### src/rtl/fetch_unit_pkg.sv
// Shared definitions for the instruction fetch unit: the NOP word, instruction
// field slices, the PC step and the layout of one buffered fetch entry.
package fetch_unit_pkg;

    localparam logic [31:0] NOP_WORD = 32'h0000_0013;  // addi x0,x0,0
    localparam logic [31:0] PC_INC   = 32'd4;

    // One buffered fetch: instruction word plus the address it came from.
    typedef struct packed {
        logic [31:0] word;
        logic [31:0] pc;
    } fetch_entry_t;

    function automatic logic [6:0] opcode_of(input logic [31:0] w);
        return w[6:0];
    endfunction

    function automatic logic [2:0] funct_of(input logic [31:0] w);
        return w[14:12];
    endfunction

endpackage

### src/rtl/fetch_fifo.sv
// Small synchronous FIFO of fetched {instruction, pc} entries with a flush that
// discards everything buffered; push and pop may coincide when full.
module fetch_fifo
    import fetch_unit_pkg::*;
#(
    parameter  int DEPTH = 2,
    localparam int CW    = $clog2(DEPTH + 1)
) (
    input  logic         clk,
    input  logic         rst_n,
    input  logic         flush,
    input  logic         push,
    input  fetch_entry_t push_data,
    input  logic         pop,
    output fetch_entry_t head,
    output logic [CW-1:0] count,
    output logic         empty,
    output logic         full
);

    localparam int             PW   = (DEPTH > 1) ? $clog2(DEPTH) : 1;
    localparam logic [PW-1:0]  LAST = PW'(DEPTH - 1);

    fetch_entry_t  mem [DEPTH];
    logic [PW-1:0] rd_ptr;
    logic [PW-1:0] wr_ptr;
    logic          do_push;
    logic          do_pop;

    function automatic logic [PW-1:0] bump(input logic [PW-1:0] p);
        return (p == LAST) ? '0 : p + PW'(1);
    endfunction

    assign empty   = (count == '0);
    assign full    = (count == CW'(DEPTH));
    assign do_pop  = pop && !empty;
    // A pop in the same cycle frees the slot a full FIFO needs for the push.
    assign do_push = push && (!full || do_pop);
    assign head    = mem[rd_ptr];

    always_ff @(posedge clk or negedge rst_n) begin
        if (!rst_n) begin
            rd_ptr <= '0;
            wr_ptr <= '0;
            count  <= '0;
        end else if (flush) begin
            rd_ptr <= '0;
            wr_ptr <= '0;
            count  <= '0;
        end else begin
            if (do_push) wr_ptr <= bump(wr_ptr);
            if (do_pop)  rd_ptr <= bump(rd_ptr);
            count <= count + CW'(do_push) - CW'(do_pop);
        end
    end

    always_ff @(posedge clk) begin
        if (do_push && !flush) mem[wr_ptr] <= push_data;
    end

endmodule

### src/rtl/fetch_unit.sv
// Instruction fetch unit: issues sequential word fetches, buffers in-order
// responses and hands {inst, pc} to decode; redirects flush and drop in-flight data.
module fetch_unit
    import fetch_unit_pkg::*;
#(
    parameter logic [31:0] RESET_PC = 32'h0000_0000,
    parameter int          DEPTH    = 2,
    parameter logic [31:0] NOP      = NOP_WORD
) (
    input  logic        clk,
    input  logic        rst_n,
    output logic        imem_req_valid,
    input  logic        imem_req_ready,
    output logic [31:0] imem_req_addr,
    input  logic        imem_rsp_valid,
    input  logic [31:0] imem_rsp_data,
    input  logic        redirect_valid,
    input  logic [31:0] redirect_pc,
    output logic        inst_valid,
    input  logic        inst_ready,
    output logic [31:0] inst,
    output logic [31:0] inst_pc,
    output logic [6:0]  inst_opcode,
    output logic [2:0]  inst_funct
);

    localparam int CW = $clog2(DEPTH + 1);

    logic [31:0]   pc;
    logic [31:0]   rsp_pc;
    logic [CW-1:0] outstanding;
    logic [CW-1:0] outstanding_next;
    logic [CW-1:0] drop;
    logic [CW-1:0] fifo_count;
    logic [CW:0]   occupancy;
    logic          fifo_empty;
    logic          fifo_full;
    logic          req_fire;
    logic          rsp_keep;
    logic          pop;
    logic [31:0]   redirect_target;
    fetch_entry_t  push_entry;
    fetch_entry_t  head;

    // Valid/ready on both channels: a transfer happens in the cycle where valid
    // and ready are both high; a raised request holds until then unless redirected.
    assign occupancy      = {1'b0, outstanding} + {1'b0, fifo_count};
    assign imem_req_valid = rst_n && !redirect_valid && (occupancy < (CW + 1)'(DEPTH));
    assign imem_req_addr  = pc;
    assign req_fire       = imem_req_valid && imem_req_ready;

    assign rsp_keep         = imem_rsp_valid && (drop == '0) && !redirect_valid;
    assign pop              = !fifo_empty && inst_ready && !redirect_valid;
    assign outstanding_next = outstanding + CW'(req_fire) - CW'(imem_rsp_valid);
    assign redirect_target  = redirect_pc & ~32'h3;
    assign push_entry       = '{word: imem_rsp_data, pc: rsp_pc};

    always_ff @(posedge clk or negedge rst_n) begin
        if (!rst_n) begin
            pc          <= RESET_PC;
            rsp_pc      <= RESET_PC;
            outstanding <= '0;
            drop        <= '0;
        end else begin
            outstanding <= outstanding_next;
            if (redirect_valid) begin
                // Every response still owed, including one landing now, is stale.
                pc     <= redirect_target;
                rsp_pc <= redirect_target;
                drop   <= outstanding_next;
            end else begin
                if (req_fire) pc <= pc + PC_INC;
                if (imem_rsp_valid) begin
                    if (drop != '0) drop <= drop - CW'(1);
                    else            rsp_pc <= rsp_pc + PC_INC;
                end
            end
        end
    end

    fetch_fifo #(.DEPTH(DEPTH)) u_fifo (
        .clk       (clk),
        .rst_n     (rst_n),
        .flush     (redirect_valid),
        .push      (rsp_keep),
        .push_data (push_entry),
        .pop       (pop),
        .head      (head),
        .count     (fifo_count),
        .empty     (fifo_empty),
        .full      (fifo_full)
    );

    assign inst_valid  = !fifo_empty;
    assign inst        = fifo_empty ? NOP : head.word;
    assign inst_pc     = fifo_empty ? '0 : head.pc;
    assign inst_opcode = opcode_of(inst);
    assign inst_funct  = funct_of(inst);

    // The occupancy bound means a kept response never meets a full, unpopped FIFO.
    no_overflow: assert property (@(posedge clk) disable iff (!rst_n)
        !(rsp_keep && fifo_full && !pop));

endmodule

### config.mk
export PLATFORM = sky130hd
export DESIGN_NAME = fetch_unit
export DESIGN_NICKNAME = d
export VERILOG_FILES = /design/src/rtl/fetch_unit_pkg.sv /design/src/rtl/fetch_fifo.sv /design/src/rtl/fetch_unit.sv
export SDC_FILE = /design/constraint.sdc
export NUM_CORES = 1
export LEC_CHECK = 0
export CORE_MARGIN = 3
export CORE_UTILIZATION = 51
export CTS_CLUSTER_DIAMETER = 30
export DETAILED_ROUTE_END_ITERATION = 8
export GPL_ROUTABILITY_DRIVEN = 0
export PLACE_DENSITY = 0.8
export SYNTH_ARGS = -nofsm -noshare
export SYNTH_HDL_FRONTEND = slang
export SYNTH_SLANG_ARGS = --single-unit
### constraint.sdc
create_clock -name clk -period 6 [get_ports clk]
set_clock_uncertainty 0.15 [all_clocks]
set_input_delay 1.2 -clock clk [delete_from_list [all_inputs] [get_ports clk]]
set_output_delay 1.2 -clock clk [all_outputs]
set_load 0.02 [all_outputs]
==> qor.log, run 1 <==
qor: power.cellPowerDensity 350 nW/µm²
qor: detailed_routing.detail_route.first_pass.iterations 5
qor: cells_and_area.share_of_cells_above_drive_strength_1 6.78%
qor: clock_network.worst_skew_pair.late_latency 0.42 ns
qor: logic_synthesis.synth_area_per_cell 12.4 µm²
qor: detailed_routing.drt_wl_total 19.6 mm
qor: power.p_int 2.62 mW
qor: logic_synthesis.synth_edf_count 124
qor: clock_network.cts.repair.resized 0
qor: setup_path.timing.critical_path.to_type primary output
qor: setup_path.critical_path_peak_fanout 63
qor: global_routing.pin_count_of_the_biggest_net_entering_global_routing 69
qor: cells_and_area.final_cells 1072
qor: floorplan.core_area 16200 µm²
qor: setup_path.required 4.65 ns
qor: power.combPwrFrac 27.4%
qor: logic_synthesis.yosysUniqueCellTypes 54
qor: timing.fin_hold_ws 0.353 ns
qor: cells_and_area.stdcell_area 11000 µm²
qor: cells_and_area.sequential_cell_area 5430 µm²
qor: detailed_routing.post-route-drc-count 0
qor: power.pwr-share-clk 28.2%
qor: placement.hpwl 13.5 mm
qor: placement.placement.cell_area 10400 µm²
qor: worst_hold_path.hold_path.startpoint rsp_pc[8]
qor: timing.relSlewSlack 26.4%
qor: timing.setup_tns 0 ns
qor: job.max-cap-violations 0
qor: clock_network.cts.repair_timing.setup_buffer_count 0
qor: setup_path.reg2reg_from u_fifo.count[0]
qor: logic_synthesis.yosys_most_used_dff sky130_fd_sc_hd__edfxtp_1
qor: timing.timing.final.setup_violations 0
qor: floorplan.boundaryPins 178
qor: setup_path.worstPathCellList mux2i_1 > nor2_1 > clkdlybuf4s50_1
qor: cells_and_area.diodes 0
qor: cells_and_area.final_nets 921
qor: timing.rsz_0062_raised_after_global_routing no
qor: power.vdd_drop_max 0.226 mV
qor: power.swShare 31.7%
qor: logic_synthesis.yosys_register_bits 192
qor: timing.worst_margin_pin_slew 1.10 ns
qor: setup_path.number_of_cells_traversed_by_the_worst_register_to_register_path 12
qor: power.power.leakage 3.83 nW
qor: clock_network.clock_path_buffers 2
qor: logic_synthesis.postSynth.asyncResetShare 35.4%
qor: setup_path.critical_path.startpoint_type flip-flop
qor: setup_path.worst-r2r-setup-slack 2.28 ns
qor: global_routing.grt_antenna_before_repair 0
qor: worst_hold_path.min_to u_fifo.mem[1][8]
qor: setup_path.critical-path-max-stage-delay 1.15 ns
qor: cells_and_area.most_frequent_standard_cell_in_the_layout_excluding_fill_and_tap_cells sky130_fd_sc_hd__clkdlybuf4s50_1
qor: power.totalPowerFinal 3.84 mW
qor: floorplan.die_y 136 µm
qor: detailed_routing.drt-vias-per-instance 5.63
qor: worst_hold_path.hold-path-cell-count 0
qor: timing.timing_hold_violations_final 0
qor: power.power.switching 1.22 mW
qor: clock_network.clock-sinks 192
qor: timing.finalCriticalPeriod 4.01 ns
qor: worst_hold_path.min-delay-path-class reg -> reg
qor: setup_path.r2r_end drop[1]
qor: clock_network.clock_tree.htree_level_count 4
qor: detailed_routing.dr_total_vias 6040
qor: detailed_routing.detailedRoute.firstIterationViolations 342
qor: logic_synthesis.yosys_warnings 0
qor: timing.max_clock_freq 250 MHz
qor: setup_path.crit_arrival 2.66 ns
qor: cells_and_area.syn2layout_area_growth 27.9%
qor: setup_path.worstSetupPathType reg -> out
qor: timing.min_period_over_period 66.8%
qor: timing.final.setup.worst_slack 1.99 ns
qor: cells_and_area.most-common-layout-cells sky130_fd_sc_hd__clkdlybuf4s50_1, sky130_fd_sc_hd__edfxtp_1, sky130_fd_sc_hd__nor2_1, sky130_fd_sc_hd__dfrtp_1, sky130_fd_sc_hd__mux2i_1
qor: clock_network.postCtsHoldBufs 0
qor: detailed_routing.wl_per_cell 18.3 µm
qor: logic_synthesis.synth-seq-area-share 63.3%
qor: global_routing.grt_first_pass_wirelength 31.3 mm
qor: global_routing.grtUsageTotal 21.8%
qor: timing.maxSlewViolCount 0
qor: logic_synthesis.synth_cells 690
qor: detailed_routing.antenna_left 0
qor: floorplan.initial_utilization 53.0%
qor: placement.port_buffers 171
qor: global_routing.vias_in_the_first_global_route 6045
qor: clock_network.tritoncts built
qor: placement.placed_cells 1040
qor: clock_network.cts_inserted_buffers 17
qor: cells_and_area.multiInputGateArea 2870 µm²
qor: clock_network.path_clk_slew 0.07 ns
qor: clock_network.root_buffer sky130_fd_sc_hd__clkbuf_16
qor: setup_path.critical_path.top_delay_family flip-flops
qor: floorplan.floorplan.die_area 18400 µm²
qor: cells_and_area.layout.filler_cells 1167
qor: global_routing.grt.overflow.total 0
qor: logic_synthesis.synth_area 8560 µm²
qor: floorplan.floorplan.rows 46
qor: floorplan.dieWidth 136 µm
qor: power.power.sequential.fraction 44.4%
qor: status.run_status finished, final reports clean
qor: cells_and_area.final_core_utilization 67.7%
qor: placement.place_ws 1.74 ns
qor: setup_path.cp_slowest_cell sky130_fd_sc_hd__dfrtp_4
qor: setup_path.worstPathBufferInverterCount 1
-- state kept, by name (all words and copies together), names as in the netlist --
| signal | cells |
|---|---|
| imem_req_addr | 30 |
| u_fifo.count | 2 |
| rsp_pc | 30 |
| outstanding | 2 |
| drop | 2 |
| u_fifo.wr_ptr | 1 |
| u_fifo.mem | 124 |
| u_fifo.rd_ptr | 1 |
-- metal layers --
layer  up-vias  track usage, %  share of wire (%)
li1       2807               -                  -
met1      2938            30.1                 43
met2       283            34.5                 47
met3        12            6.32                9.1
met4         0            5.32               0.80
met5         -               0                  0
-- power groups by stage --
stage / registers (mW) / clock network [mW] / logic (mW)
3_3_place_gp: 1.71 / 0 / 1.03
5_1_grt: 1.72 / 1.16 / 1.13
2_1_floorplan: 1.68 / 0 / 0.629
4_1_cts: 1.70 / 1.10 / 1.06
3_5_place_dp: 1.73 / 0 / 1.06
6_report: 1.70 / 1.08 / 1.05
-- final cells by class --
cell class | count | area share, %
clock inverters | 15 | 1.36
flip-flops and latches | 192 | 49.6
well taps | 216 | 2.47
multi-input cells | 439 | 26.2
repair buffers | 177 | 15.9
clock buffers | 17 | 3.88
inverters | 16 | 0.548
-- how the worst max path moves through the flow --
stage,start,to,slack (ns),cells after the start
3_3_place_gp,imem_rsp_valid,u_fifo.mem[1][6],1.83,5
5_1_grt,u_fifo.rd_ptr,inst[13],1.86,3
2_1_floorplan,redirect_valid,u_fifo.mem[0][10],0.79,3
6_report,u_fifo.rd_ptr,inst[13],1.99,3
4_1_cts,u_fifo.rd_ptr,inst[13],1.91,3
3_5_place_dp,imem_rsp_valid,u_fifo.mem[1][4],1.74,5
-- cells in the mapped netlist (8+ instances only) --
cell type | number | area [µm²]
sky130_fd_sc_hd__buf_1 | 8 | 30.0
sky130_fd_sc_hd__o211ai_1 | 14 | 105
sky130_fd_sc_hd__nand2_1 | 60 | 225
sky130_fd_sc_hd__xnor2_1 | 22 | 193
sky130_fd_sc_hd__and3_1 | 12 | 75.1
sky130_fd_sc_hd__clkbuf_1 | 18 | 67.6
sky130_fd_sc_hd__o311ai_1 | 8 | 70.1
sky130_fd_sc_hd__xor2_1 | 16 | 140
sky130_fd_sc_hd__nand4_1 | 14 | 87.6
sky130_fd_sc_hd__inv_1 | 14 | 52.6
sky130_fd_sc_hd__dfrtp_1 | 68 | 1700
sky130_fd_sc_hd__nor2_1 | 78 | 293
sky130_fd_sc_hd__edfxtp_1 | 124 | 3720
sky130_fd_sc_hd__mux2i_1 | 63 | 631
sky130_fd_sc_hd__o21ai_0 | 34 | 170
sky130_fd_sc_hd__buf_4 | 15 | 113
sky130_fd_sc_hd__nand3_1 | 22 | 110
-- cells by family (layout without fill, tap and decap cells) --
| logic type | Yosys count | after routing | share of synthesized area (%) |
|---|---|---|---|
| AND/OR/NAND/NOR | 234 | 234 | 13.7 |
| flip-flops | 192 | 192 | 63.3 |
| AO/OA/AOI/OAI | 90 | 90 | 6.71 |
| multiplexers | 65 | 65 | 7.63 |
| buffers and inverters | 62 | 225 | 3.45 |
| XOR/XNOR | 38 | 38 | 3.89 |
| adder cells (fa/ha/maj) | 8 | 8 | 1.26 |
| other | 1 | 4 | 0.0438 |
(Power assumes the default switching activity.)
==> inputs of run 2 (changes only) <==
==> constraint.sdc (replaced) <==
create_clock -name clk -period 3.9 [get_ports clk]
set_clock_uncertainty 0.15 [all_clocks]
set_input_delay 0.78 -clock clk [delete_from_list [all_inputs] [get_ports clk]]
set_output_delay 0.78 -clock clk [all_outputs]
set_load 0.02 [all_outputs]
==> qor.log, run 2 (synthesized netlist as in run 1, its figures left out) <==
qor: status.run_status finished, final reports clean
qor: detailed_routing.wl_per_cell 18.0 µm
qor: cells_and_area.final_core_utilization 67.9%
qor: cells_and_area.stdcell_area 11000 µm²
qor: power.totalPowerFinal 5.82 mW
qor: detailed_routing.post-route-drc-count 0
qor: job.max-cap-violations 0
qor: floorplan.initial_utilization 53.0%
qor: detailed_routing.detail_route.first_pass.iterations 5
qor: global_routing.pin_count_of_the_biggest_net_entering_global_routing 69
qor: global_routing.grt_first_pass_wirelength 31.0 mm
qor: cells_and_area.diodes 0
qor: clock_network.postCtsHoldBufs 0
qor: detailed_routing.dr_total_vias 6133
qor: detailed_routing.detailedRoute.firstIterationViolations 436
qor: floorplan.core_area 16200 µm²
qor: setup_path.timing.critical_path.to_type primary output
qor: setup_path.crit_arrival 2.56 ns
qor: setup_path.critical_path_cell_count 4
qor: timing.max_clock_freq 287 MHz
qor: timing.timing_hold_violations_final 0
qor: setup_path.critical_path.startpoint_type flip-flop
qor: clock_network.tritoncts built
qor: worst_hold_path.min-delay-path-class reg -> reg
qor: global_routing.grt_antenna_before_repair 0
qor: setup_path.critical-path-max-stage-delay 0.67 ns
qor: timing.maxSlewViolCount 0
qor: placement.hpwl 13.6 mm
qor: global_routing.grtUsageTotal 21.5%
qor: setup_path.worstPathCellList and2_1 > fa_1 > nor4b_4 > clkdlybuf4s50_1
qor: floorplan.die_y 136 µm
qor: timing.min_period_over_period 89.5%
qor: detailed_routing.drt_wl_total 19.4 mm
qor: setup_path.worstSetupPathType reg -> out
qor: cells_and_area.layout.filler_cells 1162
qor: setup_path.required 2.97 ns
qor: detailed_routing.antenna_left 0
qor: cells_and_area.syn2layout_area_growth 28.2%
qor: clock_network.clock-sinks 192
qor: setup_path.worstPathBufferInverterCount 1
qor: cells_and_area.most_frequent_standard_cell_in_the_layout_excluding_fill_and_tap_cells sky130_fd_sc_hd__clkdlybuf4s50_1
qor: clock_network.path_clk_slew 0.07 ns
qor: cells_and_area.max_flop_register u_fifo.mem
qor: cells_and_area.flip_flop_count_of_the_largest_register_after_layout 124
qor: clock_network.clock_tree.htree_level_count 4
qor: power.power.leakage 3.84 nW
qor: power.vdd_drop_max 0.327 mV
qor: clock_network.clock_path_buffers 2
qor: timing.worst_margin_pin_slew 0.952 ns
qor: setup_path.critical_path_peak_fanout 4
qor: clock_network.cts.repair.resized 0
qor: global_routing.grt.overflow.total 0
qor: setup_path.number_of_cells_traversed_by_the_worst_register_to_register_path 12
qor: clock_network.cts.repair_timing.setup_buffer_count 0
qor: floorplan.boundaryPins 178
qor: cells_and_area.most-common-layout-cells sky130_fd_sc_hd__clkdlybuf4s50_1, sky130_fd_sc_hd__edfxtp_1, sky130_fd_sc_hd__nor2_1, sky130_fd_sc_hd__dfrtp_1, sky130_fd_sc_hd__mux2i_1
qor: timing.rsz_0062_raised_after_global_routing no
qor: global_routing.vias_in_the_first_global_route 5995
qor: floorplan.dieWidth 136 µm
qor: setup_path.cp_slowest_cell sky130_fd_sc_hd__clkdlybuf4s50_1
qor: timing.timing.final.setup_violations 0
qor: detailed_routing.drt-vias-per-instance 5.70
qor: placement.placement.cell_area 10400 µm²
qor: cells_and_area.share_of_cells_above_drive_strength_1 6.86%
qor: worst_hold_path.hold-path-cell-count 0
qor: timing.setup_tns 0 ns
qor: timing.relSlewSlack 36.3%
qor: clock_network.cts_inserted_buffers 17
qor: floorplan.floorplan.die_area 18400 µm²
qor: power.cellPowerDensity 530 nW/µm²
qor: placement.port_buffers 171
qor: clock_network.root_buffer sky130_fd_sc_hd__clkbuf_16
qor: timing.finalCriticalPeriod 3.49 ns
qor: clock_network.worst_skew_pair.late_latency 0.43 ns
qor: cells_and_area.final_nets 925
qor: floorplan.floorplan.rows 46
qor: setup_path.critical_path.top_delay_family buffers and inverters
## run 2: cell type report
cell class / instances / area [µm²] / share of cell area, %
inverter: 16 / 60.1 / 0.547
sequential: 192 / 5430 / 49.4
clock inverter: 15 / 111 / 1.01
timing repair buffer: 181 / 1810 / 16.5
multi-input combinational: 439 / 2870 / 26.1
clock buffer: 17 / 425 / 3.87
tap: 216 / 270 / 2.46
## run 2: worst reg2reg max path: cells and delay by family, from the launching register on
family | cells | cell delay [ns]
buffers and inverters | 2 | 0.20
xor gates and xnor gates | 2 | 0.34
and+or+nand+nor | 4 | 0.82
adders and majority gates | 3 | 1.00
DFF | 1 | 0.43
AOI/OAI and AO/OA | 1 | 0.10
## run 2: through the flow
stage | hold slack, ns | cells | setup WS, ns
5_1_grt | 0.377 | 1076 | 0.320
2_1_floorplan | 0.306 | 693 | 0.271
6_report | 0.368 | 1076 | 0.411
3_5_place_dp | 0.347 | 1044 | 0.696
3_3_place_gp | 0.329 | 1044 | 0.811
4_1_cts | 0.367 | 1076 | 0.386
## run 2: worst paths after layout
kind | to | startpoint | slack, ns
worst min register to register | u_fifo.mem[1][8] | rsp_pc[8] | 0.37
max in group asynchronous | u_fifo.rd_ptr | rst_n | 2.46
worst min-delay path | u_fifo.mem[1][8] | rsp_pc[8] | 0.37
min in group asynchronous | imem_req_addr[27] | rst_n | 0.48
worst max-delay path | imem_req_valid | u_fifo.count[0] | 0.41
worst max register to register | drop[1] | u_fifo.count[0] | 0.77
## run 2: where the power goes
group          internal [mW]  switching (mW)
logic                  0.764           0.928
registers               2.38           0.176
clock network          0.821           0.745
## run 2: layer usage
metal | share of wire [%] | vias to the layer above | track usage [%]
li1 | - | 2822 | -
met1 | 42 | 2966 | 30.7
met2 | 47 | 325 | 33.2
met3 | 9.8 | 20 | 6.24
met4 | 1.3 | 0 | 4.82
met5 | 0 | - | 0
==> inputs of run 3 (changes only) <==
--- a/config.mk
+++ b/config.mk
@@ -5,12 +5,13 @@
 export SDC_FILE = /design/constraint.sdc
 export NUM_CORES = 1
 export LEC_CHECK = 0
+export ABC_AREA = 1
 export CORE_MARGIN = 3
-export CORE_UTILIZATION = 51
+export CORE_UTILIZATION = 53
 export CTS_CLUSTER_DIAMETER = 30
 export DETAILED_ROUTE_END_ITERATION = 8
 export GPL_ROUTABILITY_DRIVEN = 0
-export PLACE_DENSITY = 0.8
+export PLACE_DENSITY = 0.81
 export SYNTH_ARGS = -nofsm -noshare
 export SYNTH_HDL_FRONTEND = slang
 export SYNTH_SLANG_ARGS = --single-unit
==> qor.log, run 3 <==
qor: logic_synthesis.postSynth.asyncResetShare 35.4%
qor: setup_path.required 2.97 ns
qor: clock_network.tritoncts built
qor: timing.worst_margin_pin_slew 0.857 ns
qor: global_routing.grt_first_pass_wirelength 39.4 mm
qor: floorplan.core_area 17500 µm²
qor: setup_path.critical_path.startpoint_type flip-flop
qor: cells_and_area.layout.filler_cells 1339
qor: setup_path.startpoint u_fifo.rd_ptr
qor: cells_and_area.final_nets 1300
qor: timing.rsz_0062_raised_after_global_routing no
qor: cells_and_area.share_of_cells_above_drive_strength_1 8.83%
qor: timing.min_period_over_period 86.5%
qor: logic_synthesis.yosysUniqueCellTypes 47
qor: floorplan.initial_utilization 54.9%
qor: floorplan.floorplan.rows 48
qor: placement.port_buffers 171
qor: logic_synthesis.synthAdderAreaFrac 1.12%
qor: placement.hpwl 17.2 mm
qor: floorplan.boundaryPins 178
qor: logic_synthesis.synth_top_cell_by_area sky130_fd_sc_hd__edfxtp_1
qor: setup_path.timing.critical_path.to_type primary output
qor: clock_network.cts_inserted_buffers 17
qor: global_routing.grt.overflow.total 0
qor: clock_network.worst_skew_pair.late_latency 0.44 ns
qor: cells_and_area.max_flop_register u_fifo.mem
qor: timing.timing.final.setup_violations 0
qor: clock_network.path_clk_slew 0.08 ns
qor: floorplan.die_y 141 µm
qor: detailed_routing.drt_wl_total 24.5 mm
qor: timing.timing_hold_violations_final 0
qor: detailed_routing.drt-vias-per-instance 5.49
qor: cells_and_area.flip_flop_count_of_the_largest_register_after_layout 124
qor: cells_and_area.most_frequent_standard_cell_in_the_layout_excluding_fill_and_tap_cells sky130_fd_sc_hd__nand2_1
qor: global_routing.grt_antenna_before_repair 0
qor: cells_and_area.syn2layout_area_growth 25.8%
qor: timing.finalCriticalPeriod 3.37 ns
qor: logic_synthesis.yosys_most_used_dff sky130_fd_sc_hd__edfxtp_1
qor: timing.relSlewSlack 42.7%
qor: setup_path.critical_path_peak_fanout 63
qor: logic_synthesis.synth_edf_count 124
qor: logic_synthesis.synth_compound_area_share 7.50%
qor: status.run_status finished, final reports clean
qor: worst_hold_path.min-delay-path-class in -> async
qor: power.vdd_drop_max 0.406 mV
qor: placement.placed_cells 1428
qor: power.power.leakage 4.93 nW
qor: logic_synthesis.synth_top_cells_by_count sky130_fd_sc_hd__nand2_1, sky130_fd_sc_hd__edfxtp_1, sky130_fd_sc_hd__inv_1
qor: cells_and_area.diodes 0
qor: clock_network.clock-sinks 192
qor: cells_and_area.most-common-layout-cells sky130_fd_sc_hd__nand2_1, sky130_fd_sc_hd__clkdlybuf4s50_1, sky130_fd_sc_hd__edfxtp_1, sky130_fd_sc_hd__inv_1, sky130_fd_sc_hd__nand3_1
qor: timing.max_clock_freq 296 MHz
qor: clock_network.postCtsHoldBufs 0
qor: logic_synthesis.synth.top_cells.by_area sky130_fd_sc_hd__edfxtp_1, sky130_fd_sc_hd__dfrtp_1, sky130_fd_sc_hd__nand2_1, sky130_fd_sc_hd__nand3_1, sky130_fd_sc_hd__a21oi_1
qor: floorplan.dieWidth 141 µm
qor: global_routing.pin_count_of_the_biggest_net_entering_global_routing 64
qor: detailed_routing.wl_per_cell 16.8 µm
qor: logic_synthesis.yosys_warnings 0
qor: clock_network.clock_path_buffers 2
qor: logic_synthesis.yosys_register_bits 192
qor: detailed_routing.antenna_left 0
qor: clock_network.root_buffer sky130_fd_sc_hd__clkbuf_16
qor: timing.setup_tns 0 ns
qor: timing.maxSlewViolCount 0
qor: logic_synthesis.synth_top_family_by_area simple AND/OR/NAND/NOR gates
qor: placement.placement.cell_area 11500 µm²
qor: global_routing.vias_in_the_first_global_route 7857
qor: timing.fin_hold_ws 0.291 ns
qor: global_routing.grtUsageTotal 25.0%
qor: power.cellPowerDensity 525 nW/µm²
qor: logic_synthesis.synth_xor_area_share 1.55%
qor: floorplan.floorplan.die_area 19800 µm²
qor: cells_and_area.final_cells 1460
qor: logic_synthesis.proportion_of_synthesized_area_in_mux_cells 0%
qor: logic_synthesis.synth_most_common_cell sky130_fd_sc_hd__nand2_1
qor: job.max-cap-violations 0
qor: cells_and_area.stdcell_area 12100 µm²
qor: setup_path.crit_arrival 2.44 ns
qor: logic_synthesis.synth_area 9630 µm²
qor: logic_synthesis.yosysTopAreaCellShare 38.7%
qor: cells_and_area.final_core_utilization 69.1%
qor: detailed_routing.detailedRoute.firstIterationViolations 608
qor: clock_network.clock_tree.htree_level_count 4
qor: detailed_routing.dr_total_vias 8019
qor: setup_path.worstSetupPathType reg -> out
qor: clock_network.cts.repair.resized 0
qor: setup_path.reg2reg_from drop[0]
qor: logic_synthesis.synth_simple_gate_area_share 26.4%
qor: detailed_routing.post-route-drc-count 0
qor: logic_synthesis.synth-seq-area-share 56.3%
qor: clock_network.cts.repair_timing.setup_buffer_count 0
qor: detailed_routing.detail_route.first_pass.iterations 5
qor: logic_synthesis.synth_cells 1066
qor: logic_synthesis.synth_area_per_cell 9.03 µm²
-- run 3: worst paths after layout --
kind,end,slack (ns),cells past startpoint
min in group clk,u_fifo.mem[1][5],0.39,0
max in group asynchronous,u_fifo.rd_ptr,2.36,3
max,inst_pc[22],0.53,4
min reg2reg,u_fifo.mem[1][5],0.39,0
max reg2reg,rsp_pc[27],1.12,9
min,imem_req_addr[26],0.29,2
-- run 3: stage by stage --
step	setup WS [ns]	power (mW)
2_1_floorplan	0.516	3.79
3_3_place_gp	0.491	4.51
3_5_place_dp	0.456	4.57
4_1_cts	0.508	6.38
5_1_grt	0.404	6.66
6_report	0.527	6.36
-- run 3: per-layer routing --
| metal | vias to the layer above | share of wire (%) | track usage [%] |
|---|---|---|---|
| li1 | 3797 | - | - |
| met1 | 3811 | 42 | 33.9 |
| met2 | 359 | 48 | 41.3 |
| met3 | 52 | 7.5 | 4.75 |
| met4 | 0 | 2.4 | 7.90 |
| met5 | - | 0 | 0 |
-- run 3: cells by family (layout without fill, tap and decap cells) --
logic type / Yosys count / in the layout
compound gates: 128 / 128
xor+xnor: 17 / 17
fa+ha+maj: 8 / 8
buf+inv: 152 / 318
flops: 192 / 192
other cells: 1 / 4
simple gates: 568 / 568
-- run 3: critical path: stages, from the launching register on --
cell and delay [ns]:
sky130_fd_sc_hd__dfrtp_2 0.36, sky130_fd_sc_hd__buf_4 0.54, sky130_fd_sc_hd__nand2_1 0.17, sky130_fd_sc_hd__a21oi_1 0.22, sky130_fd_sc_hd__clkdlybuf4s50_1 0.66
-- run 3: power by group --
part / internal [mW] / switching [mW]
logic: 0.737 / 1.12
registers: 2.44 / 0.253
clock network: 1.01 / 0.812
total: 4.18 / 2.18
-- run 3: layout make-up --
| class | instances | area [µm²] | share of cell area (%) |
|---|---|---|---|
| Sequential cell | 192 | 5430 | 44.8 |
| Multi-Input combinational cell | 725 | 3550 | 29.3 |
| Timing Repair Buffer | 186 | 1860 | 15.3 |
| Clock buffer | 19 | 453 | 3.74 |
| Inverter | 100 | 375 | 3.10 |
| Tap cell | 225 | 282 | 2.32 |
| Clock inverter | 13 | 168 | 1.38 |
